===== src/rtl/mini_cpu_pkg.sv =====
// rtl/mini_cpu_pkg.sv - shared widths, op-code encoding and FSM state type for the execute stage
package mini_cpu_pkg;

  localparam int DATA_W_DEF = 8;
  localparam int REG_AW_DEF = 3;

  typedef logic [3:0] op_t;

  localparam op_t OP_ADD = 4'd0;
  localparam op_t OP_SUB = 4'd1;
  localparam op_t OP_AND = 4'd2;
  localparam op_t OP_OR  = 4'd3;
  localparam op_t OP_XOR = 4'd4;
  localparam op_t OP_SHL = 4'd5;
  localparam op_t OP_SHR = 4'd6;
  localparam op_t OP_MOV = 4'd7;
  localparam op_t OP_MUL = 4'd8;

  typedef enum logic {
    ST_IDLE = 1'b0,
    ST_MUL  = 1'b1
  } state_e;

  function automatic logic op_is_legal(input op_t op);
    return op <= OP_MUL;
  endfunction

endpackage


===== src/rtl/alu_exec_unit_if.sv =====
// rtl/alu_exec_unit_if.sv - decoder issue handshake, register-file write-back and flag bundle
interface alu_exec_unit_if
  import mini_cpu_pkg::*;
#(
  parameter int DATA_W = DATA_W_DEF,
  parameter int REG_AW = REG_AW_DEF
);

  logic              issue_valid;
  logic              issue_ready;
  op_t               op;
  logic [REG_AW-1:0] rd_in;
  logic [DATA_W-1:0] a;
  logic [DATA_W-1:0] b;
  logic              wb_we;
  logic [REG_AW-1:0] wb_rd;
  logic [DATA_W-1:0] wb_data;
  logic              flag_z;
  logic              flag_c;
  logic              busy;
  logic              illegal_op;

  modport master (
    output issue_valid, op, rd_in, a, b,
    input  issue_ready, wb_we, wb_rd, wb_data, flag_z, flag_c, busy, illegal_op
  );

  modport slave (
    input  issue_valid, op, rd_in, a, b,
    output issue_ready, wb_we, wb_rd, wb_data, flag_z, flag_c, busy, illegal_op
  );

endinterface


===== src/rtl/alu_exec_unit_seq_multiplier.sv =====
// rtl/alu_exec_unit_seq_multiplier.sv - iterative shift-add multiplier, one partial product per clock
module seq_multiplier #(
  parameter int W = 8
) (
  input  logic           i_clk,
  input  logic           i_rst_n,
  input  logic           i_start,
  input  logic [W-1:0]   i_mcand,
  input  logic [W-1:0]   i_mplier,
  output logic           o_done,
  output logic [2*W-1:0] o_product
);

  localparam int CW = (W > 1) ? $clog2(W) : 1;

  logic           r_run;
  logic [CW-1:0]  r_cnt;
  logic [2*W-1:0] r_mcand;
  logic [W-1:0]   r_mplier;
  logic [2*W-1:0] r_acc;

  logic [2*W-1:0] w_partial;
  logic [2*W-1:0] w_sum;

  assign w_partial = r_mplier[0] ? r_mcand : '0;
  assign w_sum     = r_acc + w_partial;

  // Product is taken combinationally on the last step so the caller can register it on that same edge.
  assign o_done    = r_run && (r_cnt == CW'(W - 1));
  assign o_product = w_sum;

  always_ff @(posedge i_clk or negedge i_rst_n) begin
    if (!i_rst_n) begin
      r_run    <= 1'b0;
      r_cnt    <= '0;
      r_mcand  <= '0;
      r_mplier <= '0;
      r_acc    <= '0;
    end else if (i_start) begin
      r_run    <= 1'b1;
      r_cnt    <= '0;
      r_mcand  <= {{W{1'b0}}, i_mcand};
      r_mplier <= i_mplier;
      r_acc    <= '0;
    end else if (r_run) begin
      r_acc    <= w_sum;
      r_mcand  <= r_mcand << 1;
      r_mplier <= r_mplier >> 1;
      r_cnt    <= r_cnt + 1'b1;
      if (r_cnt == CW'(W - 1)) begin
        r_run <= 1'b0;
      end
    end
  end

endmodule


===== src/rtl/alu_exec_unit.sv =====
// rtl/alu_exec_unit.sv - execute stage: single-cycle ALU, iterative MUL, flags and register-file write-back
module alu_exec_unit
  import mini_cpu_pkg::*;
#(
  parameter int DATA_W = DATA_W_DEF,
  parameter int REG_AW = REG_AW_DEF
) (
  input  logic           i_clk,
  input  logic           i_rst_n,
  alu_exec_unit_if.slave bus
);

  state_e r_state;
  state_e w_state_nxt;

  logic              r_started;
  logic              r_wb_we;
  logic [REG_AW-1:0] r_wb_rd;
  logic [DATA_W-1:0] r_wb_data;
  logic              r_flag_z;
  logic              r_flag_c;
  logic              r_illegal;
  logic [REG_AW-1:0] r_mul_rd;

  logic              w_issue_ready;
  logic              w_busy;
  logic              w_accept;
  logic              w_is_mul;
  logic              w_mul_start;
  logic              w_mul_done;
  logic [2*DATA_W-1:0] w_product;

  logic [DATA_W:0]   w_sum;
  logic [DATA_W:0]   w_diff;
  logic [DATA_W-1:0] w_res;
  logic              w_c;
  logic              w_legal;

  assign w_accept    = bus.issue_valid && w_issue_ready;
  assign w_is_mul    = (bus.op == OP_MUL);
  assign w_mul_start = w_accept && w_is_mul;

  seq_multiplier #(.W(DATA_W)) u_mul (
    .i_clk     (i_clk),
    .i_rst_n   (i_rst_n),
    .i_start   (w_mul_start),
    .i_mcand   (bus.a),
    .i_mplier  (bus.b),
    .o_done    (w_mul_done),
    .o_product (w_product)
  );

  always_ff @(posedge i_clk or negedge i_rst_n) begin
    if (!i_rst_n) begin
      r_state <= ST_IDLE;
    end else begin
      r_state <= w_state_nxt;
    end
  end

  always_comb begin
    w_state_nxt = r_state;
    case (r_state)
      ST_IDLE: if (w_mul_start) w_state_nxt = ST_MUL;
      ST_MUL:  if (w_mul_done)  w_state_nxt = ST_IDLE;
      default: w_state_nxt = ST_IDLE;
    endcase
  end

  // r_started keeps issue_ready low until the first edge after reset release.
  always_comb begin
    w_issue_ready = (r_state == ST_IDLE) && r_started;
    w_busy        = (r_state == ST_MUL);
  end

  assign w_sum  = {1'b0, bus.a} + {1'b0, bus.b};
  assign w_diff = {1'b0, bus.a} - {1'b0, bus.b};

  always_comb begin
    w_res   = '0;
    w_c     = r_flag_c;
    w_legal = op_is_legal(bus.op);
    case (bus.op)
      OP_ADD: begin w_res = w_sum[DATA_W-1:0];  w_c = w_sum[DATA_W];  end
      OP_SUB: begin w_res = w_diff[DATA_W-1:0]; w_c = w_diff[DATA_W]; end
      OP_AND: begin w_res = bus.a & bus.b; w_c = 1'b0; end
      OP_OR:  begin w_res = bus.a | bus.b; w_c = 1'b0; end
      OP_XOR: begin w_res = bus.a ^ bus.b; w_c = 1'b0; end
      OP_SHL: begin w_res = bus.a << 1; w_c = bus.a[DATA_W-1]; end
      OP_SHR: begin w_res = bus.a >> 1; w_c = bus.a[0]; end
      OP_MOV: w_res = bus.b;
      default: ;
    endcase
  end

  always_ff @(posedge i_clk or negedge i_rst_n) begin
    if (!i_rst_n) begin
      r_started <= 1'b0;
      r_wb_we   <= 1'b0;
      r_wb_rd   <= '0;
      r_wb_data <= '0;
      r_flag_z  <= 1'b0;
      r_flag_c  <= 1'b0;
      r_illegal <= 1'b0;
      r_mul_rd  <= '0;
    end else begin
      r_started <= 1'b1;
      r_wb_we   <= 1'b0;
      r_illegal <= 1'b0;
      if (w_accept && w_is_mul) begin
        r_mul_rd <= bus.rd_in;
      end else if (w_accept && w_legal) begin
        r_wb_we   <= 1'b1;
        r_wb_rd   <= bus.rd_in;
        r_wb_data <= w_res;
        r_flag_z  <= (w_res == '0);
        r_flag_c  <= w_c;
      end else if (w_accept) begin
        r_illegal <= 1'b1;
      end else if (w_mul_done) begin
        r_wb_we   <= 1'b1;
        r_wb_rd   <= r_mul_rd;
        r_wb_data <= w_product[DATA_W-1:0];
        r_flag_z  <= (w_product[DATA_W-1:0] == '0);
        r_flag_c  <= |w_product[2*DATA_W-1:DATA_W];
      end
    end
  end

  assign bus.issue_ready = w_issue_ready;
  assign bus.busy        = w_busy;
  assign bus.wb_we       = r_wb_we;
  assign bus.wb_rd       = r_wb_rd;
  assign bus.wb_data     = r_wb_data;
  assign bus.flag_z      = r_flag_z;
  assign bus.flag_c      = r_flag_c;
  assign bus.illegal_op  = r_illegal;

endmodule


===== src/flat_wrapper.sv =====
// flat-port wrapper written by rule: the top's interface ports become plain ports
module alu_exec_unit_flat import mini_cpu_pkg::*;
#(
  parameter int DATA_W = DATA_W_DEF,
  parameter int REG_AW = REG_AW_DEF
)
  (i_clk, i_rst_n, bus_issue_valid, bus_op, bus_rd_in, bus_a, bus_b, bus_issue_ready, bus_wb_we, bus_wb_rd, bus_wb_data, bus_flag_z, bus_flag_c, bus_busy, bus_illegal_op);
  alu_exec_unit_if #(.DATA_W(DATA_W), .REG_AW(REG_AW)) bus_i ();
  input  logic i_clk;
  input  logic i_rst_n;
  input wire logic [$bits(bus_i.issue_valid)-1:0] bus_issue_valid;
  input wire logic [$bits(bus_i.op)-1:0] bus_op;
  input wire logic [$bits(bus_i.rd_in)-1:0] bus_rd_in;
  input wire logic [$bits(bus_i.a)-1:0] bus_a;
  input wire logic [$bits(bus_i.b)-1:0] bus_b;
  output wire logic [$bits(bus_i.issue_ready)-1:0] bus_issue_ready;
  output wire logic [$bits(bus_i.wb_we)-1:0] bus_wb_we;
  output wire logic [$bits(bus_i.wb_rd)-1:0] bus_wb_rd;
  output wire logic [$bits(bus_i.wb_data)-1:0] bus_wb_data;
  output wire logic [$bits(bus_i.flag_z)-1:0] bus_flag_z;
  output wire logic [$bits(bus_i.flag_c)-1:0] bus_flag_c;
  output wire logic [$bits(bus_i.busy)-1:0] bus_busy;
  output wire logic [$bits(bus_i.illegal_op)-1:0] bus_illegal_op;
  assign bus_i.issue_valid = bus_issue_valid;
  assign bus_i.op = bus_op;
  assign bus_i.rd_in = bus_rd_in;
  assign bus_i.a = bus_a;
  assign bus_i.b = bus_b;
  assign bus_issue_ready = bus_i.issue_ready;
  assign bus_wb_we = bus_i.wb_we;
  assign bus_wb_rd = bus_i.wb_rd;
  assign bus_wb_data = bus_i.wb_data;
  assign bus_flag_z = bus_i.flag_z;
  assign bus_flag_c = bus_i.flag_c;
  assign bus_busy = bus_i.busy;
  assign bus_illegal_op = bus_i.illegal_op;
  alu_exec_unit #(.DATA_W(DATA_W), .REG_AW(REG_AW)) u_core (.i_clk(i_clk), .i_rst_n(i_rst_n), .bus(bus_i));
endmodule

===== config.mk =====
export PLATFORM = sky130hd
export DESIGN_NAME = alu_exec_unit_flat
export DESIGN_NICKNAME = d
export VERILOG_FILES = /design/src/rtl/mini_cpu_pkg.sv /design/src/rtl/alu_exec_unit_if.sv /design/src/rtl/alu_exec_unit_seq_multiplier.sv /design/src/rtl/alu_exec_unit.sv /design/src/flat_wrapper.sv
export SDC_FILE = /design/constraint.sdc
export NUM_CORES = 1
export LEC_CHECK = 0
export BUFFER_PORTS_ARGS = -buffer_cell sky130_fd_sc_hd__buf_2
export CAP_MARGIN = 20
export CORE_MARGIN = 4
export CORE_UTILIZATION = 40
export CTS_BUF_LIST = sky130_fd_sc_hd__clkbuf_8
export DETAILED_ROUTE_END_ITERATION = 10
export SYNTH_ARGS = -nofsm -noshare
export SYNTH_HDL_FRONTEND = slang
export SYNTH_SLANG_ARGS = --single-unit

===== constraint.sdc =====
create_clock -name i_clk -period 6.5 [get_ports i_clk]
set_clock_uncertainty 0.15 [all_clocks]
set_input_delay 0.325 -clock i_clk [delete_from_list [all_inputs] [get_ports i_clk]]
set_output_delay 0.325 -clock i_clk [all_outputs]
set_load 0.005 [all_outputs]

==> results.py <==
metrics = {
    "final_layout": {
        "diodes": 0,
        "post-route-util_pct": 46.0,
        "area_growth_pct": 10.4,
        "fin_nets": 629,
        "drive_gt1_share_pct": 14.7,
    },
    "logic_synthesis": {
        "yosys.area.top_type": "dfrtp_1",
        "ys.flop_type": "dfrtp_1",
        "synth-seq-area-share_pct": 33.1,
        "synth.top_cell.area_share_pct": 33.1,
        "synth-compound-area-share_pct": 19.4,
        "synth_area_leaders": "dfrtp_1 33%, ha_1 11%, mux2i_1 9.9%",
        "synth_mux_area_share_pct": 11.3,
        "synthCells": 532,
        "yosysMostFrequentCell": "dfrtp_1",
        "yosys-top-cells-count": "64 x dfrtp_1, 52 x nor2_1, 48 x mux2i_1",
        "synth_top_family_by_area": "compound AO/OA/AOI/OAI gates",
        "yosys.area_share.simple_pct": 15.0,
        "synthDistinctLibCells": 64,
        "yosys_warnings": 0,
        "syn_area_um2": 4840,
        "async_reset_ff_share_pct": 100,
        "syn_nets": 602,
        "ys_ff_latch": 64,
        "synth_edf_count": 0,
        "synth_adder_area_share_pct": 11.8,
        "synth.avg_cell_area_um2": 9.10,
        "synth_xor_area_share_pct": 4.16,
    },
    "pwr": {
        "ir_drop_mv": 0.175,
        "power.total_mw": 2.55,
        "p_leak_nw": 2.38,
        "power-per-cell-area_nw_per_um2": 477,
    },
    "cts": {
        "clkSinkCount": 64,
        "cts_root_buffer": "clkbuf_8",
        "post-cts-setup-buffer-count": 0,
        "numCtsBuffers": 9,
        "path_clk_slew_ps": 70,
        "cts-htree-levels": 3,
        "ctsResizeCount": 0,
        "ctsLongestPathBuffers": 2,
        "clk_latency_ps": 350,
        "cts_tree": "built",
        "holdBufCountCts": 0,
    },
    "worst_setup_path": {
        "path_cells": "and2_1, ha_1, fa_1, a21o_1, a221oi_2, o211ai_2, a21oi_2, xnor2_1, nor4_1, a41oi_1",
        "crit_arrival_ps": 3360,
        "end_kind": "flop",
        "start_kind": "flop",
        "ff2ff_path_depth": 10,
        "slowest_stage": "dfrtp_1",
        "crit_path_max_fanout": 17,
        "r2r-end": "u_core.bus.flag_c",
        "r2r_slack_ps": 3210,
        "r2r_start": "u_core.u_mul.r_mplier[0]",
        "crit_start": "u_core.u_mul.r_mplier[0]",
        "crit_type": "reg2reg",
        "cpPeakStageDelay_ps": 560,
        "required_ps": 6560,
        "crit_end": "u_core.bus.flag_c",
    },
    "sta": {
        "min_period_ps": 3290,
        "slew_headroom_pct": 44.0,
        "tns_ps": 0,
        "maxSlewViolCount": 0,
        "max_freq_ghz": 0.304,
        "hold_viol": 0,
        "hold_ws_ps": 1.33,
        "post-route-period-util_pct": 50.6,
        "rsz0062_at_grt": "false",
        "setup_viol": 0,
        "tightest_slew_ps": 841,
    },
    "grt": {
        "grt_pass1_wl_mm": 19.7,
        "overflow": 0,
        "grt_pass1_vias": 3947,
        "grt_max_degree": 66,
        "grt_usage_pct": 17.2,
        "antenna_found_initial": 0,
    },
    "floorplanning": {
        "row_count": 39,
        "die_x_um": 118,
        "initial_core_util_pct": 41.7,
        "core_region_area_um2": 11600,
        "fp.dieArea_um2": 13900,
        "fp.dieH_um": 118,
        "pin_count": 43,
    },
    "outcome": {
        "outcome": "complete, no violations",
    },
    "placed_design": {
        "hpwl_mm": 8.32,
        "portBuffers": 42,
        "gp_congestion": 0.901,
    },
    "detailed_routing": {
        "wl_per_cell_um": 16.4,
        "drcViolationCount": 0,
        "route.vias.total": 3917,
        "dr.pass1.iters": 4,
        "routed_via_density": 5.54,
        "routed_wl_mm": 11.6,
        "first_iter_violations": 201,
        "antenna_left": 0,
    },
    "job": {
        "cap_violations": 0,
    },
    "hold_path": {
        "holdCritPathClass": "in2async",
    },
}
[layout by cell type, fill, tap and decap left out, types with 16 or more instances in the layout]
cell     synthesis  routed
mux2i_1         48      48
nor2_1          52      52
dfrtp_1         64      63
buf_2            9      42
o21ai_0         32      32
nand2_1         34      34
inv_1           25      26
ha_1            41      41
a21oi_1         33      33
and2_1          18      18
xnor2_1         16      16
[logic make-up after synthesis]
logic type | count (synthesis)
compound gates | 141
xor+xnor | 23
fa+ha+maj | 44
buf+inv | 56
flops | 64
mux | 53
other cells | 1
simple gates | 150
[worst max-delay path, delay by kind of cell, from the launching register on]
family	cells	cell delay [ps]
compound gates	5	1120
flops	1	560
fa+ha+maj	2	620
simple gates	2	590
xor+xnor	1	110
[how the worst min path moves through the flow]
stage | startpoint | to | slack, ps | cells after the start
3_3_place_gp | u_core.r_mul_rd[1] | u_core.r_mul_rd[1] | 340 | 1
5_1_grt | bus_rd_in[2] | u_core.r_mul_rd[2] | 70 | 2
4_1_cts | i_rst_n | u_core.u_mul.r_mplier[3] | 40 | 2
3_5_place_dp | u_core.r_mul_rd[2] | u_core.r_mul_rd[2] | 350 | 1
6_report | i_rst_n | u_core.u_mul.r_acc[14] | 1 | 2
2_1_floorplan | i_rst_n | u_core.bus.busy | -120 | 0
[power breakdown]
part | internal, mW | switching [mW] | total (mW)
combinational | 0.642 | 0.811 | 1.45
sequential | 0.582 | 0.129 | 0.710
clock | 0.224 | 0.160 | 0.384
[per-layer routing]
layer	vias to the layer above	track usage (%)	share of wire, %	wire [um]
li1	1942	-	-	-
met3	21	3.56	4.2	481
met2	79	27.6	47	5410
met5	-	0	0	0
met1	1875	22.5	46	5360
met4	0	7.11	2.8	327
[cell type report]
class | instances | area (um^2)
clock buffers | 10 | 138
inverters | 26 | 97.6
clock inverters | 6 | 83.8
flip-flops and latches | 64 | 1600
repair buffers | 46 | 253
well taps | 143 | 179
fillers | 1146 | 6270
multi-input cells | 412 | 2990
[registers in the layout, indices dropped and copies added (netlist names)]
register               count
u_core.u_mul.r_acc        16
u_core.u_mul.r_mcand      16
u_core.bus.wb_data         8
u_core.u_mul.r_mplier      8
u_core.bus.wb_rd           3
u_core.r_mul_rd            3
u_core.u_mul.r_cnt         3
u_core.bus.busy            1
u_core.bus.flag_c          1
u_core.bus.flag_z          1
u_core.bus.illegal_op      1
u_core.bus.wb_we           1
u_core.r_started           1
u_core.u_mul.r_run         1
[through the flow]
| step | cells | worst slack [ps] | instance area [um^2] |
|---|---|---|---|
| after global placement | 690 | 3360 | 5100 |
| final | 707 | 3210 | 5350 |
| after floorplan | 532 | 3720 | 4840 |
| after global routing | 707 | 3120 | 5350 |
| after CTS | 706 | 3260 | 5330 |
| after detailed placement | 690 | 3280 | 5100 |
No activity file was read; power rests on OpenSTA's default activity.
